`src/rtl/clk_div_prog.sv`:
```
// ---------------------------------------------------------------------------
// clk_div_prog
//
// Programmable synchronous clock divider / enable generator. Everything runs
// on clk. clk_out is a registered data-level waveform, not a clock, and must
// never be used to clock flops.
//
// The active ratio N sets the period. A running period is high for
// ceil(N/2) cycles and low for floor(N/2) cycles. tick pulses in the first
// cycle of every period. A new ratio that is loaded while running is held
// as pending and is switched in only at a period boundary, so the waveform
// never glitches.
//
// Parameters
//   CNT_W        width of ratio and phase counter (legal ratios 1..2^CNT_W-1)
//   DEFAULT_DIV  active ratio after reset (1..2^CNT_W-1)
//
// Ports
//   clk        in   system clock
//   rst_n      in   synchronous, active-low reset
//   en         in   run enable (level)
//   load       in   strobe: capture div_ratio
//   div_ratio  in   requested ratio N, sampled only when load=1
//   clk_out    out  divided waveform, registered
//   tick       out  one-cycle pulse at each period start, registered
//   phase      out  current phase 0..N-1
//   ratio_err  out  sticky: a load of ratio 0 was attempted
// ---------------------------------------------------------------------------
module clk_div_prog #(
    parameter int CNT_W       = 8,
    parameter int DEFAULT_DIV = 16
) (
    input  logic             clk,
    input  logic             rst_n,
    input  logic             en,
    input  logic             load,
    input  logic [CNT_W-1:0] div_ratio,
    output logic             clk_out,
    output logic             tick,
    output logic [CNT_W-1:0] phase,
    output logic             ratio_err
);

    typedef enum logic {
        IDLE = 1'b0,
        RUN  = 1'b1
    } state_t;

    localparam logic [CNT_W-1:0] ONE      = CNT_W'(1);
    localparam logic [CNT_W-1:0] DIV_INIT = CNT_W'(DEFAULT_DIV);

    state_t state_reg, state_next;

    logic [CNT_W-1:0] phase_reg,   phase_next;
    logic [CNT_W-1:0] active_reg,  active_next;
    logic [CNT_W-1:0] pending_reg, pending_next;
    logic             pending_valid_reg, pending_valid_next;
    logic             clk_out_reg, clk_out_next;
    logic             tick_reg,    tick_next;
    logic             ratio_err_reg, ratio_err_next;

    // A zero ratio is never accepted; it only raises the sticky error.
    logic             load_ok;
    logic             load_zero;
    logic [CNT_W-1:0] last_phase;
    logic             wrap;
    logic [CNT_W-1:0] phase_inc;
    logic [CNT_W-1:0] high_len;

    assign load_ok    = load && (div_ratio != '0);
    assign load_zero  = load && (div_ratio == '0);
    // active_reg is always >= 1, so N-1 cannot underflow.
    assign last_phase = active_reg - ONE;
    assign wrap       = (phase_reg == last_phase);
    assign phase_inc  = phase_reg + ONE;
    // ceil(N/2): number of high cycles in a period.
    assign high_len   = (active_reg >> 1) + {{(CNT_W-1){1'b0}}, active_reg[0]};

    // -----------------------------------------------------------------------
    // State register
    // -----------------------------------------------------------------------
    always_ff @(posedge clk) begin
        if (!rst_n) begin
            state_reg <= IDLE;
        end else begin
            state_reg <= state_next;
        end
    end

    // -----------------------------------------------------------------------
    // Next-state logic: en alone decides run vs. idle; there is no pause.
    // -----------------------------------------------------------------------
    always_comb begin
        state_next = state_reg;
        case (state_reg)
            IDLE:    state_next = en ? RUN : IDLE;
            RUN:     state_next = en ? RUN : IDLE;
            default: state_next = IDLE;
        endcase
    end

    // -----------------------------------------------------------------------
    // Output / datapath next-value logic
    // -----------------------------------------------------------------------
    always_comb begin
        // Defaults are the idle output values; ratios hold.
        phase_next         = '0;
        tick_next          = 1'b0;
        clk_out_next       = 1'b0;
        active_next        = active_reg;
        pending_next       = pending_reg;
        pending_valid_next = pending_valid_reg;
        ratio_err_next     = ratio_err_reg | load_zero;

        case (state_reg)
            IDLE: begin
                // While idle a load takes effect at once, so a load on the
                // same edge as en rising governs the very first period.
                if (load_ok) begin
                    active_next = div_ratio;
                end
                if (en) begin
                    tick_next    = 1'b1;
                    clk_out_next = 1'b1;
                end
            end

            RUN: begin
                if (en) begin
                    if (wrap) begin
                        tick_next    = 1'b1;
                        clk_out_next = 1'b1;
                        if (pending_valid_reg) begin
                            active_next        = pending_reg;
                            pending_valid_next = 1'b0;
                        end
                    end else begin
                        phase_next   = phase_inc;
                        clk_out_next = (phase_inc < high_len);
                    end
                end
                // Written after the wrap handling so that a load on a wrap
                // edge becomes pending for the following wrap, while the
                // previously pending value is the one switched in now.
                if (load_ok) begin
                    pending_next       = div_ratio;
                    pending_valid_next = 1'b1;
                end
            end

            default: begin
            end
        endcase
    end

    // -----------------------------------------------------------------------
    // Datapath / output registers
    // -----------------------------------------------------------------------
    always_ff @(posedge clk) begin
        if (!rst_n) begin
            phase_reg         <= '0;
            tick_reg          <= 1'b0;
            clk_out_reg       <= 1'b0;
            active_reg        <= DIV_INIT;
            pending_reg       <= '0;
            pending_valid_reg <= 1'b0;
            ratio_err_reg     <= 1'b0;
        end else begin
            phase_reg         <= phase_next;
            tick_reg          <= tick_next;
            clk_out_reg       <= clk_out_next;
            active_reg        <= active_next;
            pending_reg       <= pending_next;
            pending_valid_reg <= pending_valid_next;
            ratio_err_reg     <= ratio_err_next;
        end
    end

    assign clk_out   = clk_out_reg;
    assign tick      = tick_reg;
    assign phase     = phase_reg;
    assign ratio_err = ratio_err_reg;

endmodule

```
`config.mk`:
```
export PLATFORM = sky130hd
export DESIGN_NAME = clk_div_prog
export DESIGN_NICKNAME = d
export VERILOG_FILES = /design/src/rtl/clk_div_prog.sv
export SDC_FILE = /design/constraint.sdc
export NUM_CORES = 1
export LEC_CHECK = 0
export BUFFER_PORTS_ARGS = -buffer_cell sky130_fd_sc_hd__buf_2
export CORE_MARGIN = 2
export CORE_UTILIZATION = 52
export DETAILED_ROUTE_END_ITERATION = 6
export GPL_TIMING_DRIVEN = 0
export HOLD_SLACK_MARGIN = 0.05
export PLACE_DENSITY = 0.87
export SLEW_MARGIN = 10
export SYNTH_ARGS = -nofsm -noshare
export SYNTH_HDL_FRONTEND = slang
export SYNTH_SLANG_ARGS = --single-unit
export TNS_END_PERCENT = 10
```
`constraint.sdc`:
```
create_clock -name clk -period 2.1 [get_ports clk]
set_input_delay 0.42 -clock clk [delete_from_list [all_inputs] [get_ports clk]]
set_output_delay 0.42 -clock clk [all_outputs]
set_load 0.02 [all_outputs]
```
==> run metrics <==
status complete, but fails checks; failing checks negative setup slack; Seq/Total Area, Yosys 0.3227; Arr. time, crit path 2.59 ns; Mapped Nets 231; die width 62.82 µm; antenna-violating nets left 0; Pwr Density 585.2 nW/µm²; RSZ-0062 raised after global routing true; max-slew violations 0; nature of the critical path endpoint flip-flop; total of max-cap violations 0; family with the most delay on the worst path compound AO/OA/AOI/OAI gates; final setup vio count 19; Nets 260; Sequential Area 588.1 µm²; Die ar. 3946 µm²; Critical Path Max Stage Delay 0.51 ns; CP Launch Type flip-flop; Synth Cell Area 1799 µm²; Tot Pwr 0.001238 W; Yosys reg bits 29; RD Place Congestion 0.8515; CTS Buf Count 5; Rel. slew slack 0.4839; multi-input logic area 1160 µm²; Root Driver clkbuf_4; Final Skew 0.007058 ns; Post-synth EDFFs 0; # fillers 300; utilization after layout 0.6340; Core ar. 3337 µm²; vias in the first global route 1429; Hold Crit Class in2reg; share of cells above drive strength 1 0.2437; crit share post-route 1.124; Clock Sinks 29; Crit Path Category reg2reg; Detail Placement HPWL 2836 µm; PnR worst setup slack -0.2596 ns; Final min period 2.360 ns; Synth cell types 44; Synth async-reset ratio 0; routed vias 1594; io pins 23; Clock H-tree levels 2; hold_buf cts 0; Fmax 423.8 MHz; IR drop worst, VDD 0.5194 mV; Total Wirelength 4135 µm; Synth Instances 208; crit-path cells buf_6, or4_4, nor4_2, a311oi_1, a211o_4, o221a_4, a221o_1; Yosys warnings 0; crit path max fanout 9; area delta synth->final 17.59%; DRC violations left 0; initial core utilization 0.5392; Via density 5.613; Pleak 0.8702 nW; Ant. Diodes 0; largest net degree at the start of global routing 11; Bufs and invs on worst path 1; GRT Total Usage 0.2149; CTS tree done; final hold violation count 0; CP max-delay cell or4_4; global-route wire length before repair 6644 µm; I/O Buffers 21; WL/cell 14.56 µm; initial antenna violation count 0; drt pass-1 iters 4; Max clock buf depth 2; aggregate global routing overflow 0; # rows 21; 1st-iter DRT viols 101; top flip-flop cell by instance count after synthesis dfxtp_1; measured slew at the worst slew-check pin 0.7708 ns; die extent in y 62.82 µm; CTS clk-pin slew, worst paths 0.09 ns; Syn Area/Cell 8.650 µm²; CP Data Required Time 2.33 ns; Worst-Skew Late Latency 0.33 ns
-- per-layer routing --
metal / routed length [µm] / global-route usage
met3: 177 / 0.05045
met1: 1831 / 0.2654
met2: 2051 / 0.3508
met5: 0 / 0
met4: 75 / 0.1056
-- worst reg2reg max path: stages (launching register included) --
cell,delay (ns)
dfxtp_1,0.34
buf_6,0.14
or4_4,0.52
nor4_2,0.17
a311oi_1,0.10
a211o_4,0.40
o221a_4,0.28
a221o_1,0.31
-- final timing paths --
path         depth (start not counted)      startpoint  slack, ns              to
max                                  7   active_reg[2]      -0.26   active_reg[3]
min                                  3    div_ratio[1]       0.35  pending_reg[1]
max reg2reg                          7   active_reg[2]      -0.26   active_reg[3]
min reg2reg                          2  pending_reg[0]       0.47  pending_reg[0]
-- synth_stat cells (2+ instances only) --
cell type / instances / area (µm²)
a211oi_1: 2 / 15.01
a21oi_1: 10 / 50.05
o21ai_0: 6 / 30.03
nor3_1: 2 / 10.01
clkbuf_1: 3 / 11.26
and3_1: 4 / 25.02
nand3_1: 17 / 85.08
a221o_1: 7 / 70.07
nand2b_1: 3 / 18.77
xor2_1: 10 / 87.58
ha_1: 11 / 137.6
a21boi_0: 10 / 75.07
buf_4: 2 / 15.01
nor2_1: 8 / 30.03
a22oi_1: 2 / 15.01
or4_1: 2 / 15.01
inv_1: 6 / 22.52
nand2_1: 31 / 116.4
xnor2_1: 9 / 78.83
nor4_1: 2 / 12.51
buf_6: 4 / 45.04
dfxtp_1: 29 / 580.6
nor2b_1: 7 / 43.79
-- timing repair --
item | 4_1_cts | 5_1_grt
setup endpoints to repair | 19 | 19
buffers inserted | 1 | 0
pin swaps | 4 | 4
resized for setup | 9 | 15
-- cell families after synthesis --
family / synth area share
AOI/OAI and AO/OA: 0.1989
buffers and inverters: 0.06814
adders and majority gates: 0.07649
DFF: 0.3227
xor gates and xnor gates: 0.09249
and+or+nand+nor: 0.2413
-- per-stage QoR --
stage | area, µm² | worst slack [ns] | instances | TNS, ns | hold WS [ns]
3_5_place_dp | 1964 | -0.4273 | 275 | -5.420 | 0.4591
3_3_place_gp | 1964 | -0.3994 | 275 | -4.602 | 0.4535
6_report | 2116 | -0.2596 | 284 | -2.485 | 0.3546
2_1_floorplan | 1802 | -0.1552 | 208 | -1.114 | 0.4428
4_1_cts | 2068 | -0.3021 | 284 | -3.707 | 0.3511
5_1_grt | 2116 | -0.3201 | 284 | -4.007 | 0.3672
-- report_power, final --
part	switching, W	total (W)	internal (W)
clock	0.000195	0.000389	0.000194
sequential	0.0000239	0.000596	0.000572
combinational	0.000138	0.000253	0.000115
total	0.000357	0.00124	0.000881
-- layout by cell type (no fill, tap or decap), types with 2 or more instances in the layout --
cell type | synthesis | final
dfxtp_4 | 0 | 2
or4_1 | 2 | 2
nand3_1 | 17 | 17
a21boi_0 | 10 | 9
clkbuf_8 | 1 | 3
a211oi_1 | 2 | 2
buf_2 | 1 | 22
a22oi_1 | 2 | 2
xnor2_1 | 9 | 9
and3_1 | 4 | 3
clkbuf_4 | 0 | 5
xor2_1 | 10 | 9
clkbuf_1 | 3 | 3
inv_4 | 0 | 2
nand2_1 | 31 | 31
buf_6 | 4 | 4
buf_4 | 2 | 3
inv_1 | 6 | 4
o21ai_0 | 6 | 2
dfxtp_1 | 29 | 27
o21ai_1 | 0 | 4
nor2_1 | 8 | 8
a21oi_1 | 10 | 10
a221o_1 | 7 | 7
nand2b_1 | 3 | 3
nor2b_1 | 7 | 7
ha_1 | 11 | 10
-- cell type report --
cell class,count,area share
repair buffers,22,0.05322
multi-input cells,161,0.5482
well taps,46,0.02720
clock buffers,7,0.03075
plain buffers,12,0.04731
flip-flops and latches,29,0.2779
clock inverters,1,0.002365
inverters,6,0.01301
Note: power is estimated with default switching activity, not from simulation.
